File: src/rtl/sht30_i2c_responder_if.sv
// Open-drain I2C bus between a master model and the SHT30 responder.
// Each side only pulls SDA low or lets it float. The resolved line is
// high unless somebody pulls it low, which models the external pull-up.
interface sht30_i2c_responder_if;
  logic scl;        // driven by the master
  logic sda_m_low;  // master pulls SDA low
  logic sda_t_low;  // target pulls SDA low (1'b0 means SDA released)
  logic sda;        // resolved wired-AND line

  assign sda = ~(sda_m_low | sda_t_low);

  modport master (output scl, output sda_m_low, input sda);
  modport slave  (input scl, input sda, output sda_t_low);
endinterface

File: src/rtl/sht30_i2c_responder.sv
// SHT30 sensor model on the target side of I2C. It accepts 16-bit commands
// and serves the 6-byte T/H measurement frame with CRC-8 (poly 0x31, init 0xFF).
// SCL/SDA are oversampled by clk, so the SCL high and low phases must each
// last at least 8 clk.
module sht30_i2c_responder #(
  parameter logic [6:0]  DEV_ADDR    = 7'h44,
  parameter logic [23:0] MEAS_CYCLES = 24'd600
) (
  input  logic                 clk,
  input  logic                 rst_n,
  sht30_i2c_responder_if.slave bus,
  input  logic [15:0]          T_src,
  input  logic [15:0]          H_src,
  output logic [15:0]          cmd,
  output logic                 cmd_valid,
  output logic                 busy,
  output logic                 meas_done,
  output logic                 data_valid
);

  typedef enum logic [2:0] {
    IDLE, ADDR, ADDR_ACK, CMD, CMD_ACK, TX, TX_ACK, IGNORE
  } state_t;

  state_t      state, state_next;
  logic [1:0]  scl_sync, sda_sync;
  logic        scl_d, sda_d;
  logic        scl_s, sda_s;
  logic        scl_rise, scl_fall, start_det, stop_det, read_end;
  logic [3:0]  bit_cnt;
  logic [6:0]  shreg;
  logic [7:0]  cmd_hi;
  logic [7:0]  tx_sh;
  logic [2:0]  tx_idx;
  logic        byte_sel;
  logic        addr_ack;
  logic        addr_rw;
  logic        tx_started;
  logic        sda_low;
  logic [23:0] meas_cnt;
  logic [7:0]  frame [0:5];
  logic [7:0]  next_byte;

  // CRC-8 over a 16-bit word, MSB first: poly 0x31, init 0xFF, no reflection
  function automatic logic [7:0] crc8(input logic [15:0] data);
    logic [7:0] c;
    c = 8'hFF;
    for (int i = 15; i >= 0; i--) begin
      if (c[7] ^ data[i]) begin
        c = {c[6:0], 1'b0} ^ 8'h31;
      end else begin
        c = {c[6:0], 1'b0};
      end
    end
    return c;
  endfunction

  assign scl_s     = scl_sync[1];
  assign sda_s     = sda_sync[1];
  assign scl_rise  = scl_s & ~scl_d;
  assign scl_fall  = ~scl_s & scl_d;
  assign start_det = scl_s & scl_d & sda_d & ~sda_s;
  assign stop_det  = scl_s & scl_d & ~sda_d & sda_s;
  assign read_end  = (start_det | stop_det) & tx_started;
  assign bus.sda_t_low = sda_low;

  // Two-flop synchronizers plus one edge-detect flop; the idle bus level is high
  always_ff @(posedge clk or negedge rst_n) begin
    if (!rst_n) begin
      scl_sync <= 2'b11;
      sda_sync <= 2'b11;
      scl_d    <= 1'b1;
      sda_d    <= 1'b1;
    end else begin
      scl_sync <= {scl_sync[0], bus.scl};
      sda_sync <= {sda_sync[0], bus.sda};
      scl_d    <= scl_s;
      sda_d    <= sda_s;
    end
  end

  // FSM state register
  always_ff @(posedge clk or negedge rst_n) begin
    if (!rst_n) begin
      state <= IDLE;
    end else begin
      state <= state_next;
    end
  end

  // Next state: START/STOP override everything, otherwise step on SCL edges
  always_comb begin
    state_next = state;
    if (start_det) begin
      state_next = ADDR;
    end else if (stop_det) begin
      state_next = IDLE;
    end else begin
      case (state)
        IDLE:     state_next = IDLE;
        ADDR: begin
          if (scl_fall && (bit_cnt == 4'd8)) begin
            state_next = addr_ack ? ADDR_ACK : IGNORE;
          end else begin
            state_next = ADDR;
          end
        end
        ADDR_ACK: begin
          if (scl_fall) begin
            state_next = addr_rw ? TX : CMD;
          end else begin
            state_next = ADDR_ACK;
          end
        end
        CMD: begin
          if (scl_fall && (bit_cnt == 4'd8)) begin
            state_next = CMD_ACK;
          end else begin
            state_next = CMD;
          end
        end
        CMD_ACK: begin
          if (scl_fall) begin
            state_next = byte_sel ? IGNORE : CMD;
          end else begin
            state_next = CMD_ACK;
          end
        end
        TX: begin
          if (scl_fall && (bit_cnt == 4'd8)) begin
            state_next = TX_ACK;
          end else begin
            state_next = TX;
          end
        end
        TX_ACK: begin
          if (scl_rise) begin
            state_next = (!sda_s && (tx_idx < 3'd5)) ? TX : IGNORE;
          end else begin
            state_next = TX_ACK;
          end
        end
        IGNORE:   state_next = IGNORE;
        default:  state_next = IDLE;
      endcase
    end
  end

  // Frame byte that follows the one currently being sent
  always_comb begin
    next_byte = 8'h00;
    case (tx_idx)
      3'd0:    next_byte = frame[1];
      3'd1:    next_byte = frame[2];
      3'd2:    next_byte = frame[3];
      3'd3:    next_byte = frame[4];
      3'd4:    next_byte = frame[5];
      default: next_byte = 8'h00;
    endcase
  end

  // Bus datapath: bit shifting, ACK drive, command capture, TX serializer
  always_ff @(posedge clk or negedge rst_n) begin
    if (!rst_n) begin
      bit_cnt    <= 4'd0;
      shreg      <= 7'h00;
      cmd_hi     <= 8'h00;
      tx_sh      <= 8'h00;
      tx_idx     <= 3'd0;
      byte_sel   <= 1'b0;
      addr_ack   <= 1'b0;
      addr_rw    <= 1'b0;
      tx_started <= 1'b0;
      sda_low    <= 1'b0;
      cmd        <= 16'h0000;
      cmd_valid  <= 1'b0;
    end else begin
      cmd_valid <= 1'b0;
      if (start_det || stop_det) begin
        bit_cnt    <= 4'd0;
        sda_low    <= 1'b0;
        tx_started <= 1'b0;
      end else begin
        case (state)
          ADDR: begin
            if (scl_rise) begin
              shreg   <= {shreg[5:0], sda_s};
              bit_cnt <= bit_cnt + 4'd1;
              if (bit_cnt == 4'd7) begin
                // shreg holds addr[7:1]; sda_s is the R/W bit
                addr_rw  <= sda_s;
                addr_ack <= (shreg == DEV_ADDR) && (!sda_s || (!busy && data_valid));
              end
            end else if (scl_fall && (bit_cnt == 4'd8)) begin
              sda_low <= addr_ack;
              bit_cnt <= 4'd0;
            end
          end
          ADDR_ACK: begin
            if (scl_fall) begin
              bit_cnt <= 4'd0;
              if (addr_rw) begin
                // The ACK slot ends and the first data bit starts on the same fall
                sda_low    <= ~frame[0][7];
                tx_sh      <= {frame[0][6:0], 1'b0};
                tx_idx     <= 3'd0;
                tx_started <= 1'b1;
              end else begin
                sda_low  <= 1'b0;
                byte_sel <= 1'b0;
              end
            end
          end
          CMD: begin
            if (scl_rise) begin
              shreg   <= {shreg[5:0], sda_s};
              bit_cnt <= bit_cnt + 4'd1;
              if (bit_cnt == 4'd7) begin
                if (byte_sel) begin
                  cmd       <= {cmd_hi, shreg, sda_s};
                  cmd_valid <= 1'b1;
                end else begin
                  cmd_hi <= {shreg, sda_s};
                end
              end
            end else if (scl_fall && (bit_cnt == 4'd8)) begin
              sda_low <= 1'b1;
            end
          end
          CMD_ACK: begin
            if (scl_fall) begin
              sda_low  <= 1'b0;
              bit_cnt  <= 4'd0;
              byte_sel <= 1'b1;
            end
          end
          TX: begin
            if (scl_rise) begin
              bit_cnt <= bit_cnt + 4'd1;
            end else if (scl_fall) begin
              if (bit_cnt == 4'd8) begin
                sda_low <= 1'b0;
              end else begin
                sda_low <= ~tx_sh[7];
                tx_sh   <= {tx_sh[6:0], 1'b0};
              end
            end
          end
          TX_ACK: begin
            if (scl_rise && !sda_s && (tx_idx < 3'd5)) begin
              tx_idx  <= tx_idx + 3'd1;
              tx_sh   <= next_byte;
              bit_cnt <= 4'd0;
            end
          end
          default: begin
            sda_low <= 1'b0;
          end
        endcase
      end
    end
  end

  // Measurement engine: command side effects one clk after cmd_valid, busy
  // countdown, frame load, and data_valid lifetime
  always_ff @(posedge clk or negedge rst_n) begin
    if (!rst_n) begin
      busy       <= 1'b0;
      meas_cnt   <= 24'd0;
      meas_done  <= 1'b0;
      data_valid <= 1'b0;
      for (int i = 0; i < 6; i++) begin
        frame[i] <= 8'h00;
      end
    end else begin
      meas_done <= 1'b0;
      if (cmd_valid && (cmd == 16'h30A2)) begin
        busy       <= 1'b0;
        meas_cnt   <= 24'd0;
        data_valid <= 1'b0;
        for (int i = 0; i < 6; i++) begin
          frame[i] <= 8'h00;
        end
      end else if (cmd_valid && (cmd == 16'h2C06)) begin
        busy       <= 1'b1;
        meas_cnt   <= MEAS_CYCLES;
        data_valid <= 1'b0;
      end else if (busy) begin
        if (meas_cnt <= 24'd1) begin
          busy       <= 1'b0;
          meas_cnt   <= 24'd0;
          meas_done  <= 1'b1;
          data_valid <= 1'b1;
          frame[0]   <= T_src[15:8];
          frame[1]   <= T_src[7:0];
          frame[2]   <= crc8(T_src);
          frame[3]   <= H_src[15:8];
          frame[4]   <= H_src[7:0];
          frame[5]   <= crc8(H_src);
        end else begin
          meas_cnt <= meas_cnt - 24'd1;
        end
      end else if (read_end) begin
        data_valid <= 1'b0;
      end
    end
  end

endmodule

File: src/flat_wrapper.sv
// flat-port wrapper written by rule: the top's interface ports become plain ports
module sht30_i2c_responder_flat 
#(
  parameter logic [6:0]  DEV_ADDR    = 7'h44,
  parameter logic [23:0] MEAS_CYCLES = 24'd600
)
  (clk, rst_n, T_src, H_src, cmd, cmd_valid, busy, meas_done, data_valid, bus_scl, bus_sda_t_low);
  sht30_i2c_responder_if bus_i ();
  input  logic clk;
  input  logic rst_n;
  input  logic [15:0] T_src;
  input  logic [15:0] H_src;
  output logic [15:0] cmd;
  output logic cmd_valid;
  output logic busy;
  output logic meas_done;
  output logic data_valid;
  input wire logic [$bits(bus_i.scl)-1:0] bus_scl;
  output wire logic [$bits(bus_i.sda_t_low)-1:0] bus_sda_t_low;
  assign bus_i.scl = bus_scl;
  assign bus_sda_t_low = bus_i.sda_t_low;
  sht30_i2c_responder #(.DEV_ADDR(DEV_ADDR), .MEAS_CYCLES(MEAS_CYCLES)) u_core (.clk(clk), .rst_n(rst_n), .bus(bus_i), .T_src(T_src), .H_src(H_src), .cmd(cmd), .cmd_valid(cmd_valid), .busy(busy), .meas_done(meas_done), .data_valid(data_valid));
endmodule
File: config.mk
export PLATFORM = sky130hd
export DESIGN_NAME = sht30_i2c_responder_flat
export DESIGN_NICKNAME = d
export VERILOG_FILES = /design/src/rtl/sht30_i2c_responder_if.sv /design/src/rtl/sht30_i2c_responder.sv /design/src/flat_wrapper.sv
export SDC_FILE = /design/constraint.sdc
export NUM_CORES = 1
export LEC_CHECK = 0
export ABC_AREA = 1
export BUFFER_PORTS_ARGS = -buffer_cell sky130_fd_sc_hd__buf_2
export CAP_MARGIN = 40
export CELL_PAD_IN_SITES_DETAIL_PLACEMENT = 1
export CELL_PAD_IN_SITES_GLOBAL_PLACEMENT = 1
export CORE_MARGIN = 2
export CORE_UTILIZATION = 38
export DETAILED_ROUTE_END_ITERATION = 10
export PLACE_DENSITY = 0.8
export SKIP_LAST_GASP = 1
export SYNTH_ARGS = -nofsm -noshare
export SYNTH_HDL_FRONTEND = slang
export SYNTH_SLANG_ARGS = --single-unit
File: constraint.sdc
create_clock -name clk -period 4.3 [get_ports clk]
set_input_delay 0.43 -clock clk [delete_from_list [all_inputs] [get_ports clk]]
set_output_delay 0.43 -clock clk [all_outputs]
set_load 0.05 [all_outputs]
## Word-level counts from Yosys, hierarchy flattened

Cells that the tools add are included.

| storage, ports and cells | value |
|---|---|
| bits in registers | 136 |
| output and inout port bits | 21 |

| operators by class | value |
|---|---|
| muxes and demuxes | 230 |
| eq/ne operators | 39 |
| order comparisons | 2 |
| $add $sub $neg | 3 |
| bitwise gates (word level) | 79 |
| reductions and logical operators | 40 |

Operators with widths:

| cell | count |
|---|---|
| two-way mux 8 bit | 126 |
| two-way mux 48 bit | 4 |
| two-way mux 6 bit | 32 |
| two-way mux 24 bit | 4 |
| NOT 3 bit | 30 |
| case mux 8 bit (5 select lines) | 1 |
| two-way mux 3 bit | 13 |
| two-way mux 1 bit | 36 |
| == test 16 x 14 -> 1 bit, second input constant | 2 |
| XOR 1 bit | 30 |
| AND reduction 5 bit | 5 |
| <= comparator 24 x 1 -> 1 bit, second input constant | 1 |
| two-way mux 4 bit | 6 |
| inequality test 3 x 1 -> 1 bit, second input constant | 8 |
| case mux 3 bit (8 select lines) | 1 |
| case mux 8 bit (3 select lines) | 1 |
| subtractor 24 x 1 -> 24 bit, second input constant | 1 |
| case mux 4 bit (4 select lines) | 1 |
| == test 3 bit, second input constant | 5 |
| inequality test 2 x 1 -> 1 bit, second input constant | 7 |
| nonzero test 2 bit | 7 |
| == test 3 x 2 -> 1 bit, second input constant | 4 |
| inequality test 3 bit, second input constant | 3 |
| NOT 1 bit | 9 |
| 29 further kinds | 56 |

## Depth between registers and ports, before layout

| depth | value |
|---|---|
| depth in word-level cells | 95 |
| gate-level depth with buffers | 20 |
| depth with buffers taken out | 19 |

## Worst setup path before layout

Ideal clock, no wire load.

| path | value |
|---|---|
| kind | register to register |
| start point | register u_core.cmd[1] |
| end point | register u_core.frame[44] (netlist name) |
| cell stages (with the launch flop) | 8 |
| slack | 2255 ps |
| setup time | 126 ps |
| buffers on the path | 1 |
| period minus slack after synthesis | 2045 ps |
| arrival time | 1919 ps |
| cell sequence | dfrtp_1 > nand2_1 > nor4_4 > nand4_1 > and2_1 > a21oi_2 > buf_2 > o22ai_1 |

| between the ends | value |
|---|---|
| longest elaborated chain between the ends | 4 |
| elaborated cells between the ends (all ways) | 9 |

RTL lines:

| item | line | RTL |
|---|---|---|
| from (decl) | sht30_i2c_responder.sv:14 | `output logic [15:0] cmd,` |
| from (signal assigned) | sht30_i2c_responder.sv:220 | `cmd <= {cmd_hi, shreg, sda_s};` |
| == test 16 x 14 -> 1 bit (on tied branches) | sht30_i2c_responder.sv:284, sht30_i2c_responder.sv:277 |  |
| logical AND 1 bit (on tied branches) | sht30_i2c_responder.sv:284, sht30_i2c_responder.sv:277 |  |
| inequality test 2 x 1 -> 1 bit (no line) / nonzero test 2 bit (equally long branches) | - |  |
| AND reduction 3 bit (no line) | - |  |
| to (decl) | sht30_i2c_responder.sv:41 | `logic [7:0] frame [0:5];` |

Several ways; a longest one is shown, not always the timed one.
A chain may end at the register's enable or synchronous reset.

## Worst setup path after layout

| path | value |
|---|---|
| start point | register u_core.meas_cnt[0] |
| end point | register u_core.frame[37] (netlist name) |

| between the ends | value |
|---|---|
| longest elaborated chain between the ends | 3 |

RTL lines:

| item | line | RTL |
|---|---|---|
| from (decl) | sht30_i2c_responder.sv:40 | `logic [23:0] meas_cnt;` |
| from (signal assigned) | sht30_i2c_responder.sv:301 | `meas_cnt <= meas_cnt - 24'd1;` |
| <= comparator 24 x 1 -> 1 bit | sht30_i2c_responder.sv:289 | `if (meas_cnt <= 24'd1) begin` |
| nonzero test 2 bit (no line) | - |  |
| AND reduction 3 bit (no line) | - |  |

Every way passes these cells.

==> impl_results.html <==
<table>
<tr><th>Metric</th><th>Value</th></tr>
<tr><th colspan="2">Run status</th></tr>
<tr><td>Status</td><td>completed</td></tr>
<tr><th colspan="2">Yosys</th></tr>
<tr><td>Post-synth design cell area</td><td>7899 um2</td></tr>
<tr><td>Main combinational cell family by area after synthesis</td><td>simple AND/OR/NAND/NOR gates</td></tr>
<tr><td>Number of enable flip-flop cells after synthesis</td><td>0</td></tr>
<tr><td>Commonest cells post-synth</td><td>301 x sky130_fd_sc_hd__nand2_1, 149 x sky130_fd_sc_hd__inv_1, 130 x sky130_fd_sc_hd__dfrtp_1, 87 x sky130_fd_sc_hd__nand3_1, 65 x sky130_fd_sc_hd__nor2_1</td></tr>
<tr><td>Synthesis-stage register bit count</td><td>approximately 140</td></tr>
<tr><td>Syn_nets</td><td>between 1,000 and 1,500</td></tr>
<tr><td>Synthesized-area fraction occupied by adder cells</td><td>under 10%</td></tr>
<tr><td>Most common cell in the netlist</td><td>sky130_fd_sc_hd__nand2_1</td></tr>
<tr><td>Synthesis Warnings</td><td>1</td></tr>
<tr><td>Primary flip-flop cell chosen by synthesis mapping</td><td>sky130_fd_sc_hd__dfrtp_1</td></tr>
<tr><td>Cells taking the most area after synthesis</td><td>sky130_fd_sc_hd__dfrtp_1 41%, sky130_fd_sc_hd__nand2_1 14%, sky130_fd_sc_hd__inv_1 7.1%, sky130_fd_sc_hd__nand3_1 5.5%, sky130_fd_sc_hd__o21ai_0 4.0%</td></tr>
<tr><td>Share of the synthesized area in the top cell type</td><td>approximately two fifths</td></tr>
<tr><td>Cell accounting for the most synthesized area</td><td>sky130_fd_sc_hd__dfrtp_1</td></tr>
<tr><td>Mean area per synthesized cell</td><td>~7.5 um2</td></tr>
<tr><td>Sequential-to-total area share from yosys stat</td><td>a little over two fifths</td></tr>
<tr><td>Share of synthesized flip-flops with an asynchronous set or reset</td><td>100.0%</td></tr>
<tr><td>Xor/xnor cell area share of the yosys netlist</td><td>3.564%</td></tr>
<tr><td>Post-synthesis simple-gate area fraction</td><td>a little under a third</td></tr>
<tr><td>Synthesized instance count</td><td>1,052</td></tr>
<tr><td>Number of library cell types mapped by synthesis</td><td>53</td></tr>
<tr><td>Synth Area in Compound Gates</td><td>about an eighth</td></tr>
<tr><td>Multiplexer fraction of the synthesized cell area</td><td>less than 1%</td></tr>
<tr><th colspan="2">Final layout</th></tr>
<tr><td>Area of all placed cells without fillers</td><td>between 9000 and 10,000 um2</td></tr>
<tr><td>Utilization after layout</td><td>approximately 44%</td></tr>
<tr><td>Post-synthesis to final-layout area growth</td><td>14.30%</td></tr>
<tr><td>Layout Nets</td><td>around 1,200</td></tr>
<tr><td>Final standard cell count with taps included and fillers excluded</td><td>1,395</td></tr>
<tr><td>Inserted Diodes</td><td>0</td></tr>
<tr><td>Number of fill cells</td><td>~2,600</td></tr>
<tr><td>Share of layout cells above drive strength 1</td><td>roughly an eighth</td></tr>
<tr><th colspan="2">Drt</th></tr>
<tr><td>Sum of routed wire length over all layers</td><td>about 22 mm</td></tr>
<tr><td>Detailed-route wire length per cell</td><td>between 15 and 20 um</td></tr>
<tr><td>Number of remaining DRC errors</td><td>0</td></tr>
<tr><td>Total iterations of the first detailed-routing run</td><td>5</td></tr>
<tr><td>Number of vias after detailed routing</td><td>7,228</td></tr>
<tr><td>Vias per cell</td><td>5.181</td></tr>
<tr><td>Antenna-violating nets left</td><td>0</td></tr>
<tr><td>Starting DRT DRC Count</td><td>about 300</td></tr>
<tr><th colspan="2">Place</th></tr>
<tr><td>Placed standard-cell area</td><td>8444 um2</td></tr>
<tr><td>Placed cell count</td><td>1,365</td></tr>
<tr><td>Post-Place Setup Slack</td><td>about 1.8 ns</td></tr>
<tr><td>PortBufs</td><td>55</td></tr>
<tr><td>DPL Wire Length</td><td>between 15 and 20 mm</td></tr>
<tr><td>Routability Congestion</td><td>slightly below 0.9</td></tr>
<tr><th colspan="2">Clock tree</th></tr>
<tr><td>Sinks on the clock net</td><td>136</td></tr>
<tr><td>Library cell used as clock root buffer</td><td>sky130_fd_sc_hd__clkbuf_16</td></tr>
<tr><td>Quantity of gates resized following cts</td><td>0</td></tr>
<tr><td>TritonCTS clock tree</td><td>yes</td></tr>
<tr><td>Count of buffers added by post-CTS timing repair for setup</td><td>0</td></tr>
<tr><td>Maximum root-to-sink buffer count</td><td>2</td></tr>
<tr><td>Cts bufs inserted</td><td>17</td></tr>
<tr><td>Clock Pin Slew Worst Setup and Hold Paths</td><td>around 0.06 ns</td></tr>
<tr><td>Clock Latency Late Sink</td><td>0.42 ns</td></tr>
<tr><td>Hold buffers post-CTS</td><td>0</td></tr>
<tr><td>H-tree depth</td><td>4</td></tr>
<tr><th colspan="2">Min path</th></tr>
<tr><td>Worst min path class</td><td>in -&gt; async</td></tr>
<tr><th colspan="2">Critical path</th></tr>
<tr><td>Worst r2r src</td><td>u_core.meas_cnt[0]</td></tr>
<tr><td>Critical Path Fanout Max</td><td>34</td></tr>
<tr><td>Reg2reg setup slack</td><td>1.73 ns</td></tr>
<tr><td>Critical path startpoint category</td><td>register</td></tr>
<tr><td>Critical path arrival</td><td>between 2 and 3 ns</td></tr>
<tr><td>Capture point of the worst reg-to-reg path</td><td>u_core.frame[37]</td></tr>
<tr><td>Kind of capture point of the worst setup path</td><td>register</td></tr>
<tr><td>Required time worst endpoint</td><td>between 4 and 5 ns</td></tr>
<tr><td>Critical path class</td><td>reg -&gt; reg</td></tr>
<tr><td>Worst Reg2Reg Path Length in Cells</td><td>10</td></tr>
<tr><th colspan="2">Timing</th></tr>
<tr><td>Worst slew margin</td><td>slightly above 50%</td></tr>
<tr><td>Post-Route Skew</td><td>between 0.006 and 0.007 ns</td></tr>
<tr><td>Hold Worst Slack</td><td>about 0.044 ns</td></tr>
<tr><td>Setup-violating endpoint count in the final report</td><td>0</td></tr>
<tr><td>Final WS setup</td><td>about 1.7 ns</td></tr>
<tr><td>Maximum clock frequency</td><td>a little under 400 MHz</td></tr>
<tr><td>Setup repair after global routing missed its margin</td><td>no</td></tr>
<tr><td>Slew at the pin closest to its max-slew limit</td><td>between 0.7 and 0.8 ns</td></tr>
<tr><td>Pins over their slew limit</td><td>0</td></tr>
<tr><td>Final hold violations</td><td>0</td></tr>
<tr><td>Fin crit share</td><td>around three fifths</td></tr>
<tr><td>Shortest clock period the worst path allows after layout</td><td>around 2.6 ns</td></tr>
<tr><td>Summed negative setup slack over all endpoints</td><td>0 ns</td></tr>
<tr><th colspan="2">GRT</th></tr>
<tr><td>Total global-route track usage</td><td>20.98%</td></tr>
<tr><td>Met2 routing resource usage after global routing</td><td>between 30 and 40%</td></tr>
<tr><td>Pin count of the biggest net entering global routing</td><td>79</td></tr>
<tr><td>Wire length of the first global-routing pass</td><td>about 37 mm</td></tr>
<tr><td>Most used routing layer in global routing</td><td>met2</td></tr>
<tr><td>Antenna violations before repair</td><td>0</td></tr>
<tr><td>Total gr overflow</td><td>0</td></tr>
<tr><td>Via count of the first global-routing pass</td><td>7,453</td></tr>
<tr><td>Met3 Track Usage GR</td><td>3.006%</td></tr>
<tr><td>Met1 routing resource usage after global routing</td><td>a little over a quarter</td></tr>
<tr><th colspan="2">Pwr</th></tr>
<tr><td>Power density normalized to cell area</td><td>between 300 and 400 nW/um2</td></tr>
<tr><td>Clock share of power</td><td>roughly 46%</td></tr>
<tr><td>Max rail drop VDD</td><td>roughly 0.00025 V</td></tr>
<tr><td>Gate power share</td><td>between 10 and 15%</td></tr>
<tr><td>Switching power of the nets</td><td>~0.83 mW</td></tr>
<tr><td>Static leakage</td><td>approximately 4.8 nW</td></tr>
<tr><td>Final Total Pwr</td><td>around 3.2 mW</td></tr>
<tr><td>Seq pwr share</td><td>41.9%</td></tr>
<tr><td>Switching part of the total power</td><td>between 20% and 30%</td></tr>
<tr><td>Internal portion of total power</td><td>2.330 mW</td></tr>
<tr><th colspan="2">Run</th></tr>
<tr><td>Max-capacitance violation count</td><td>0</td></tr>
<tr><th colspan="2">Floorplanning</th></tr>
<tr><td>Number of placed I/O pins</td><td>between 50 and 60</td></tr>
<tr><td>Die Wd</td><td>148.2 um</td></tr>
<tr><td>Y dimension of the die</td><td>approximately 150 um</td></tr>
<tr><td>Initial standard-cell utilization of the core</td><td>between 30% and 40%</td></tr>
<tr><td>Placeable Area</td><td>between 20,000 and 25,000 um2</td></tr>
<tr><td>Std cell rows</td><td>52</td></tr>
<tr><td>Full die area</td><td>21,960 um2</td></tr>
</table>
[cell type report]
class | instances | area [um2] | share of cell area [%]
repair buffers | 59 | 311.5 | 3.451
inverters | 162 | 608.1 | 6.735
well taps | 270 | 337.8 | 3.742
clock inverters | 12 | 155.1 | 1.718
multi-input cells | 738 | 3776 | 41.82
flip-flops and latches | 136 | 3411 | 37.78
clock buffers | 18 | 429.2 | 4.753
[worst max-delay path by stage]
stage / start / end / slack, ns / cells past startpoint
6_report: u_core.meas_cnt[0] / u_core.frame[37] / 1.73 / 10
3_3_place_gp: u_core.meas_cnt[0] / u_core.frame[33] / 1.84 / 10
4_1_cts: u_core.meas_cnt[0] / u_core.frame[37] / 1.69 / 10
5_1_grt: u_core.meas_cnt[0] / u_core.frame[33] / 1.43 / 10
3_5_place_dp: u_core.meas_cnt[0] / u_core.frame[32] / 1.77 / 10
2_1_floorplan: u_core.cmd[1] / u_core.frame[44] / 2.26 / 7
[cells in the final DEF, fill, tap and decap left out, drive strengths merged, types with 2 or more instances in the layout]
master | netlist | layout
bufinv | 0 | 3
clkinv | 0 | 7
ha | 9 | 9
nor2 | 69 | 69
xor2 | 22 | 22
xnor3 | 2 | 2
dfstp | 6 | 6
clkbuf | 2 | 18
o21ai | 79 | 79
buf | 14 | 59
o22ai | 38 | 38
dfrtp | 130 | 130
xnor2 | 5 | 5
a21oi | 30 | 30
a221oi | 4 | 4
nand2 | 313 | 313
inv | 162 | 162
nor4 | 12 | 12
clkinvlp | 0 | 2
a211oi | 3 | 3
nand3b | 4 | 4
nand4 | 18 | 18
nand3 | 92 | 92
o211ai | 2 | 2
o221ai | 2 | 2
a22o | 3 | 3
or2 | 2 | 2
nor3 | 19 | 19
[worst max-delay path, cell delays in order (launching register included)]
cell and delay, ns:
sky130_fd_sc_hd__dfrtp_1 0.39, sky130_fd_sc_hd__inv_1 0.15, sky130_fd_sc_hd__ha_1 0.23, sky130_fd_sc_hd__nand3_2 0.12, sky130_fd_sc_hd__nor2_2 0.18, sky130_fd_sc_hd__inv_2 0.05
sky130_fd_sc_hd__nand2_1 0.06, sky130_fd_sc_hd__nand2_1 0.12, sky130_fd_sc_hd__nor3_4 0.51, sky130_fd_sc_hd__inv_2 0.40, sky130_fd_sc_hd__o21ai_0 0.26
[routing by layer]
metal / share of wire [%] / up-vias
li1: - / 3552
met5: 0 / -
met1: 45 / 3512
met3: 3.0 / 42
met2: 50 / 122
met4: 2.4 / 0
[cells by family (layout without fill, tap and decap cells)]
kind of cell	Yosys count	in the layout
AO/OA/AOI/OAI	166	166
XOR/XNOR	29	29
adder cells (fa/ha/maj)	9	9
buffers and inverters	178	251
flip-flops	136	136
multiplexers	1	1
other	1	1
AND/OR/NAND/NOR	532	532
[power by group through the flow]
stage	clock network (mW)	registers (mW)	logic (mW)
5_1_grt	1.54	1.33	0.449
3_5_place_dp	0	1.35	0.390
3_3_place_gp	0	1.35	0.377
4_1_cts	1.47	1.32	0.393
2_1_floorplan	0	1.34	0.264
6_report	1.45	1.32	0.388
[registers in the layout, indices dropped and copies added (netlist names), 2 cells and up]
signal,count
u_core.tx_idx,3
u_core.state,3
u_core.bit_cnt,4
u_core.shreg,7
u_core.scl_sync,2
u_core.meas_cnt,24
u_core.cmd_hi,8
u_core.sda_sync,2
u_core.cmd,16
u_core.frame,48
u_core.tx_sh,8
No activity file was read; power rests on OpenSTA's default activity.
